**config.mk**
```make
export PLATFORM = sky130hd
export DESIGN_NAME = excp_ctrl
export DESIGN_NICKNAME = d
export VERILOG_FILES = /design/src/rtl/excp_ctrl.sv
export SDC_FILE = /design/constraint.sdc
export NUM_CORES = 1
export LEC_CHECK = 0
export BUFFER_PORTS_ARGS = -buffer_cell sky130_fd_sc_hd__buf_2
export CAP_MARGIN = 25
export CORE_MARGIN = 3
export CORE_UTILIZATION = 55
export CTS_BUF_LIST = sky130_fd_sc_hd__clkbuf_4 sky130_fd_sc_hd__clkbuf_8
export DETAILED_ROUTE_END_ITERATION = 10
export PLACE_DENSITY = 0.88
export SETUP_SLACK_MARGIN = 0.4
export SYNTH_ARGS = -nofsm -noshare
export SYNTH_HDL_FRONTEND = slang
export SYNTH_SLANG_ARGS = --single-unit
```
**constraint.sdc**
```tcl
create_clock -name clk -period 3 [get_ports clk]
set_input_delay 0.45 -clock clk [delete_from_list [all_inputs] [get_ports clk]]
set_output_delay 0.45 -clock clk [all_outputs]
set_load 0.1 [all_outputs]
```
**src/rtl/excp_ctrl.sv**
```systemverilog
// -----------------------------------------------------------------------------
// excp_ctrl -- exception / ertn sequencing and CSR state for the writeback stage.
//
// An exception or ertn retiring in WB starts a three-phase sequence:
//   IDLE -> FLUSH (one-cycle flush pulse) -> REDIRECT (hold redirect until the
//   fetch stage accepts it) -> IDLE.
// While a sequence is active, busy holds WB allow-in low, so new events are
// stalled rather than lost.
//
// Ports
//   clk, reset                    clock, synchronous active-high reset
//   wb_valid/wb_excp/wb_ertn      writeback instruction qualifiers
//   wb_pc, wb_ecode, wb_esubcode  faulting pc and exception cause
//   eentry_we, eentry_wdata       software write of EENTRY (low 6 bits zeroed)
//   redirect_ready                fetch accepts the redirect this cycle
//   flush                         one-cycle pipeline flush pulse
//   redirect_valid, redirect_pc   fetch redirect request
//   busy                          a sequence is in progress
//   crmd_*, prmd_*, era, estat_*, eentry   current CSR values
// -----------------------------------------------------------------------------
module excp_ctrl #(
    parameter logic [31:0] RESET_EENTRY = 32'h1C00_8000
) (
    input  logic        clk,
    input  logic        reset,
    input  logic        wb_valid,
    input  logic        wb_excp,
    input  logic        wb_ertn,
    input  logic [31:0] wb_pc,
    input  logic [5:0]  wb_ecode,
    input  logic [8:0]  wb_esubcode,
    input  logic        eentry_we,
    input  logic [31:0] eentry_wdata,
    input  logic        redirect_ready,
    output logic        flush,
    output logic        redirect_valid,
    output logic [31:0] redirect_pc,
    output logic        busy,
    output logic [1:0]  crmd_plv,
    output logic        crmd_ie,
    output logic [1:0]  prmd_pplv,
    output logic        prmd_pie,
    output logic [31:0] era,
    output logic [5:0]  estat_ecode,
    output logic [8:0]  estat_esubcode,
    output logic [31:0] eentry
);

    typedef enum logic [1:0] {
        ST_IDLE     = 2'd0,
        ST_FLUSH    = 2'd1,
        ST_REDIRECT = 2'd2
    } state_t;

    state_t      state_r;
    logic [31:0] target_r;
    logic        flush_r;
    logic        redirect_valid_r;
    logic [31:0] redirect_pc_r;
    logic        busy_r;
    logic [1:0]  crmd_plv_r;
    logic        crmd_ie_r;
    logic [1:0]  prmd_pplv_r;
    logic        prmd_pie_r;
    logic [31:0] era_r;
    logic [5:0]  estat_ecode_r;
    logic [8:0]  estat_esubcode_r;
    logic [31:0] eentry_r;

    logic        ev_excp_s;
    logic        ev_ertn_s;

    // EENTRY is 64-byte aligned; the low write-data bits are deliberately dropped.
    logic        unused_eentry_low_s;
    assign unused_eentry_low_s = ^eentry_wdata[5:0];

    // Event decode: only sampled in IDLE; exception wins over ertn.
    always_comb begin
        ev_excp_s = 1'b0;
        ev_ertn_s = 1'b0;
        if ((state_r == ST_IDLE) && wb_valid) begin
            ev_excp_s = wb_excp;
            ev_ertn_s = (~wb_excp) & wb_ertn;
        end else begin
            ev_excp_s = 1'b0;
            ev_ertn_s = 1'b0;
        end
    end

    // Sequencer FSM, CSR updates and registered outputs.
    always_ff @(posedge clk) begin
        if (reset) begin
            state_r          <= ST_IDLE;
            target_r         <= 32'h0000_0000;
            flush_r          <= 1'b0;
            redirect_valid_r <= 1'b0;
            redirect_pc_r    <= 32'h0000_0000;
            busy_r           <= 1'b0;
            crmd_plv_r       <= 2'd0;
            crmd_ie_r        <= 1'b0;
            prmd_pplv_r      <= 2'd0;
            prmd_pie_r       <= 1'b0;
            era_r            <= 32'h0000_0000;
            estat_ecode_r    <= 6'd0;
            estat_esubcode_r <= 9'd0;
            eentry_r         <= RESET_EENTRY;
        end else begin
            // Software write is honoured in every state; the exception
            // capture below still reads the pre-write eentry_r.
            if (eentry_we) begin
                eentry_r <= {eentry_wdata[31:6], 6'b00_0000};
            end

            case (state_r)
                ST_IDLE: begin
                    if (ev_excp_s) begin
                        prmd_pplv_r      <= crmd_plv_r;
                        prmd_pie_r       <= crmd_ie_r;
                        crmd_plv_r       <= 2'd0;
                        crmd_ie_r        <= 1'b0;
                        era_r            <= wb_pc;
                        estat_ecode_r    <= wb_ecode;
                        estat_esubcode_r <= wb_esubcode;
                        target_r         <= eentry_r;
                        state_r          <= ST_FLUSH;
                        flush_r          <= 1'b1;
                        busy_r           <= 1'b1;
                    end else if (ev_ertn_s) begin
                        crmd_plv_r <= prmd_pplv_r;
                        crmd_ie_r  <= prmd_pie_r;
                        target_r   <= era_r;
                        state_r    <= ST_FLUSH;
                        flush_r    <= 1'b1;
                        busy_r     <= 1'b1;
                    end else begin
                        flush_r          <= 1'b0;
                        redirect_valid_r <= 1'b0;
                        busy_r           <= 1'b0;
                    end
                end
                ST_FLUSH: begin
                    state_r          <= ST_REDIRECT;
                    flush_r          <= 1'b0;
                    redirect_valid_r <= 1'b1;
                    redirect_pc_r    <= target_r;
                    busy_r           <= 1'b1;
                end
                ST_REDIRECT: begin
                    if (redirect_ready) begin
                        state_r          <= ST_IDLE;
                        redirect_valid_r <= 1'b0;
                        busy_r           <= 1'b0;
                    end else begin
                        redirect_valid_r <= 1'b1;
                        busy_r           <= 1'b1;
                    end
                end
                default: begin
                    state_r          <= ST_IDLE;
                    flush_r          <= 1'b0;
                    redirect_valid_r <= 1'b0;
                    busy_r           <= 1'b0;
                end
            endcase
        end
    end

    assign flush          = flush_r;
    assign redirect_valid = redirect_valid_r;
    assign redirect_pc    = redirect_pc_r;
    assign busy           = busy_r;
    assign crmd_plv       = crmd_plv_r;
    assign crmd_ie        = crmd_ie_r;
    assign prmd_pplv      = prmd_pplv_r;
    assign prmd_pie       = prmd_pie_r;
    assign era            = era_r;
    assign estat_ecode    = estat_ecode_r;
    assign estat_esubcode = estat_esubcode_r;
    assign eentry         = eentry_r;

endmodule

```
**After elaboration in Yosys (flattened, before gate mapping)**

Index checks and enable logic that the tools add are counted.

- Bits in registers: 148
- Bits of input ports: 86
- Output and inout bits: 120
- Logic and storage cells: 49

- Equal/unequal tests: 6
- Muxes and demuxes: 20
- Bitwise gates (word level): 2
- Reduce and logical (&&, ||, !) cells: 7

Operators with widths:

| kind | count |
|---|---|
| 2-to-1 mux 32 bit | 2 |
| 2-to-1 mux 2 bit | 5 |
| 2-to-1 mux 1 bit | 9 |
| AND reduction 2 bit | 4 |
| != test 2 bit (second input constant) | 3 |
| one-hot mux 1 bit (3 select lines) | 2 |
| one-hot mux 2 bit (3 select lines) | 1 |
| != test 3 bit (second input constant) | 1 |
| == test 2 x 1 -> 1 bit (second input constant) | 1 |
| == test 2 bit (second input constant) | 1 |
| logical NOT 2 bit | 1 |
| one-hot mux 1 bit (2 select lines) | 1 |
| nonzero test 2 bit | 1 |
| AND 1 bit | 1 |
| logical AND 1 bit | 1 |
| NOT 1 bit | 1 |

**Longest topological paths before layout**

- Word-level depth: 6
- Gate-level depth with buffers: 8
- Depth with buffers taken out: 5

**Least setup slack after synthesis**

Ideal clock, no wire load.

- Path type: register -> register
- Start: register state_r[0]
- End: register target_r[15]
- Setup time: 0.146 ns
- Arrival time: 1.419 ns
- Required time: 2.854 ns
- Slack: 1.435 ns
- Stages on the path, launching flop included: 9
- Path buffers: 3
- Period minus slack after synthesis: 1.565 ns
- Cells stage by stage: dfxtp_1 -> inv_1 -> ha_1 -> buf_2 -> and3_1 -> buf_4 -> buf_4 -> a21oi_1 -> a211oi_2

- Cells in the longest elaborated chain, start to end: 5
- Elaborated cells on any way between the ends: 7
- Those cells by class: mux (3); reduce/logical (4)

Ends and longest elaborated chain:

| element | RTL line | RTL |
|---|---|---|
| start, declared | 55 | `state_t state_r;` |
| start signal, assigned | 93 | `state_r <= ST_IDLE;` |
| start signal, assigned | 125 | `state_r <= ST_FLUSH;` |
| start signal, assigned | 132 | `state_r <= ST_FLUSH;` |
| logical NOT 2 bit * | 81, 114 |  |
| logical AND 1 bit | 81 | `if ((state_r == ST_IDLE) && wb_valid) begin` |
| 2-to-1 mux 1 bit | 81 |  |
| nonzero test 2 bit (no source line) | - |  |
| AND reduction 2 bit (no source line) | - |  |
| end signal, assigned | 124 | `target_r <= eentry_r;` |
| end signal, assigned | 131 | `target_r <= era_r;` |
| end, declared | 56 | `logic [31:0] target_r;` |

Every way passes the cells marked *; elsewhere a longest branch is shown, timed or not.
A chain may end at the register's enable or synchronous reset.

**Worst setup path in the final report**

- Start: register state_r[0]
- End: register target_r[13]

Same word-level chain as after synthesis.

==> impl_metrics.ini <==
[outcome]
status = completed

[die]
io_pins = 206
dieArea_um2 = 11270
core_area_um2 = 9503
fp-row-count = 35
die_y_um = 106.2
initial_core_util_pct = 58.06
die_w_um = 106.2

[placement]
dp_hpwl_um = 9589
io_buffers = 193
routabilityCongestion = 0.7715
pre_cts_slack_ps = 829.2

[layout]
fill_cells = 706
seq_area_um2 = 2963
drive_above_1_share_pct = 32.41
multi_input_area_um2 = 2305
nets = 868
utilization_pct = 72.48
num_antenna_cells = 0
syn_to_final_growth_pct = 24.83

[worst_setup_path]
worst-path-stages = 6
arrival_ps = 2540
cp-start-kind = register
slowest_stage = and3_2
r2r_slack_ps = 800
critPathMaxStageDelay_ps = 630
worstPathMaxFanout = 37
r2r-start = state_r[0]
endpoint_kind = register
cp.required_ps = 3340
rr_worst_depth = 6
r2r_end = target_r[13]
critPathTopFamily = simple AND/OR/NAND/NOR gates
path_cells = inv_1, ha_1, and3_2, buf_12, a21oi_1, a211oi_2
crit_buf_inv = 2
critPathKind = reg2reg

[sta]
finalSetupTns_ps = 0
period_share_pct = 73.32
max_slew_margin_pct = 44.76
setup_viol = 0
hold_violations = 0
max_freq_ghz = 0.4547
fin_skew_ps = 11.93
worst_pin_slew_ps = 828.6
setup_slack_ps = 800.5
rsz0062_at_grt = no
post-route-min-period_ps = 2199
slew_violations = 0

[detailed_routing]
drc_errors = 0
viasPerCell = 5.264
firstDrtPassIters = 5
vias = 4838
drt_iter0_drc = 245
wl_per_cell_um = 15.13
routed_wl_um = 13900
drtAntennaViolNets = 0

[synth]
ys_ff_latch = 148
synth_edf_count = 0
seq_area_frac_synth_pct = 53.70
netlist_area_um2 = 5518
ys.warnings.count = 0
synth_cell_type_count = 24
async_flop_share_pct = 0
synth_common_cells = dfxtp_1 (148), nand2_1 (116), a21oi_1 (85), nor2_1 (81), mux2i_1 (59)
syn_area_per_cell_um2 = 9.120
netlist_top_cells_area = dfxtp_1 (54%), mux2i_1 (11%), nand2_1 (7.9%)
synth_top_area_share_pct = 53.70
yosys_most_used_dff = dfxtp_1
postSynthCellCount = 605
yosysTopAreaCell = dfxtp_1
synth.most_common_cell = dfxtp_1

[clock_tree]
cts_resized = 0
cts_tree = built
htree_levels = 4
cts-root-buf = clkbuf_8
cts_hold_buf = 0
insertion_delay_ps = 420
clockBufferDepth = 2
cts_buffers = 17
cts.sinks = 148
clk_pin_slew_worst_paths_ps = 70
post_cts_buffers = 0

[power]
power.density_nw_per_um2 = 672.9
power_mw = 4.635
ir_drop_uv = 449.2
leakage_nw = 3.128

[global_route]
antenna_found_initial = 0
grt_pass1_wl_um = 22240
grt_max_degree = 141
grt.total_usage_pct = 24.54
grt_pass1_vias = 4697
grt-ovfl-total = 0

[job]
cap_violations = 0

[min_path]
hold_class = in2reg
hp-start = eentry_wdata[26]
whs_path_depth = 3
hold_end = eentry[26]
-- cells by family (layout without fill, tap and decap cells) --
| logic type | count (synthesis) | in the layout | share of synthesized area (%) |
|---|---|---|---|
| and+or+nand+nor | 212 | 212 | 14.83 |
| DFF | 148 | 148 | 53.70 |
| AOI/OAI and AO/OA | 123 | 123 | 14.60 |
| muxes | 59 | 59 | 10.70 |
| buffers and inverters | 58 | 238 | 5.193 |
| adders and majority gates | 4 | 4 | 0.9071 |
| other | 1 | 6 | 0.06796 |
-- worst min-delay path, delay by kind of cell --
family / cells / cell delay, ps
buffers and inverters: 1 / 70
muxes: 1 / 60
and+or+nand+nor: 1 / 60
-- flip-flops by register name (all words and copies together), names as in the netlist --
signal	cells
prmd_pplv	2
prmd_pie	1
busy	1
estat_ecode	6
crmd_plv	2
crmd_ie	1
target_r	32
estat_esubcode	9
state_r	2
era	32
redirect_pc	32
redirect_valid	1
flush	1
eentry	26
-- power breakdown --
group / internal (mW) / total (mW) / switching [mW] / leakage, nW
Clock: 0.649 / 1.38 / 0.730 / 0.175
Sequential: 2.08 / 2.14 / 0.0667 / 1.21
Combinational: 0.243 / 1.11 / 0.870 / 1.74
-- metrics by stage --
stage / instances / cell area (um2) / hold WS (ps)
after floorplan: 610 / 5537 / 436.0
after global placement: 888 / 6530 / 440.6
after detailed placement: 888 / 6530 / 446.1
after CTS: 919 / 6888 / 216.4
after global routing: 919 / 6888 / 223.0
final: 919 / 6888 / 248.2
-- worst max-delay path by stage --
stage	startpoint	endpoint
after floorplan	state_r[0]	target_r[15]
after global placement	state_r[1]	target_r[12]
final	state_r[0]	target_r[13]
after CTS	state_r[0]	target_r[13]
after detailed placement	state_r[0]	target_r[13]
after global routing	state_r[1]	target_r[13]
-- per-layer routing --
| metal | track usage, % | up-vias | wire, um |
|---|---|---|---|
| met5 | 0 | - | 0 |
| met4 | 7.956 | 0 | 126 |
| met3 | 7.954 | 13 | 1010 |
| met2 | 42.44 | 194 | 6969 |
| met1 | 28.73 | 2274 | 5797 |
| li1 | - | 2357 | - |
-- layout make-up --
| type | instances | share of cell area, % |
|---|---|---|
| Sequential cell | 148 | 43.02 |
| Multi-Input combinational cell | 404 | 33.46 |
| Timing Repair Buffer | 201 | 15.66 |
| Clock buffer | 21 | 4.105 |
| Tap cell | 129 | 2.343 |
| Clock inverter | 10 | 1.090 |
| Inverter | 6 | 0.3270 |
-- layout by cell type, fill, tap and decap left out, types with 2 or more instances in the layout --
| cell | netlist | final |
|---|---|---|
| buf_2 | 19 | 192 |
| dfxtp_1 | 148 | 148 |
| nand2_1 | 116 | 116 |
| a21oi_1 | 85 | 85 |
| nor2_1 | 81 | 81 |
| mux2i_1 | 59 | 59 |
| a211oi_2 | 20 | 20 |
| clkbuf_8 | 0 | 20 |
| nand3_1 | 10 | 9 |
| inv_1 | 6 | 6 |
| conb_1 | 1 | 6 |
| o21ai_0 | 5 | 5 |
| buf_4 | 12 | 5 |
| clkinvlp_4 | 0 | 4 |
| buf_12 | 0 | 4 |
| a22o_1 | 3 | 3 |
| a31oi_1 | 3 | 3 |
| a211oi_1 | 3 | 3 |
| ha_1 | 4 | 3 |
| inv_6 | 0 | 3 |
| o211ai_1 | 2 | 2 |
| nor3_1 | 2 | 2 |
| clkinv_2 | 0 | 2 |
Power figures use the tool's default switching activity.
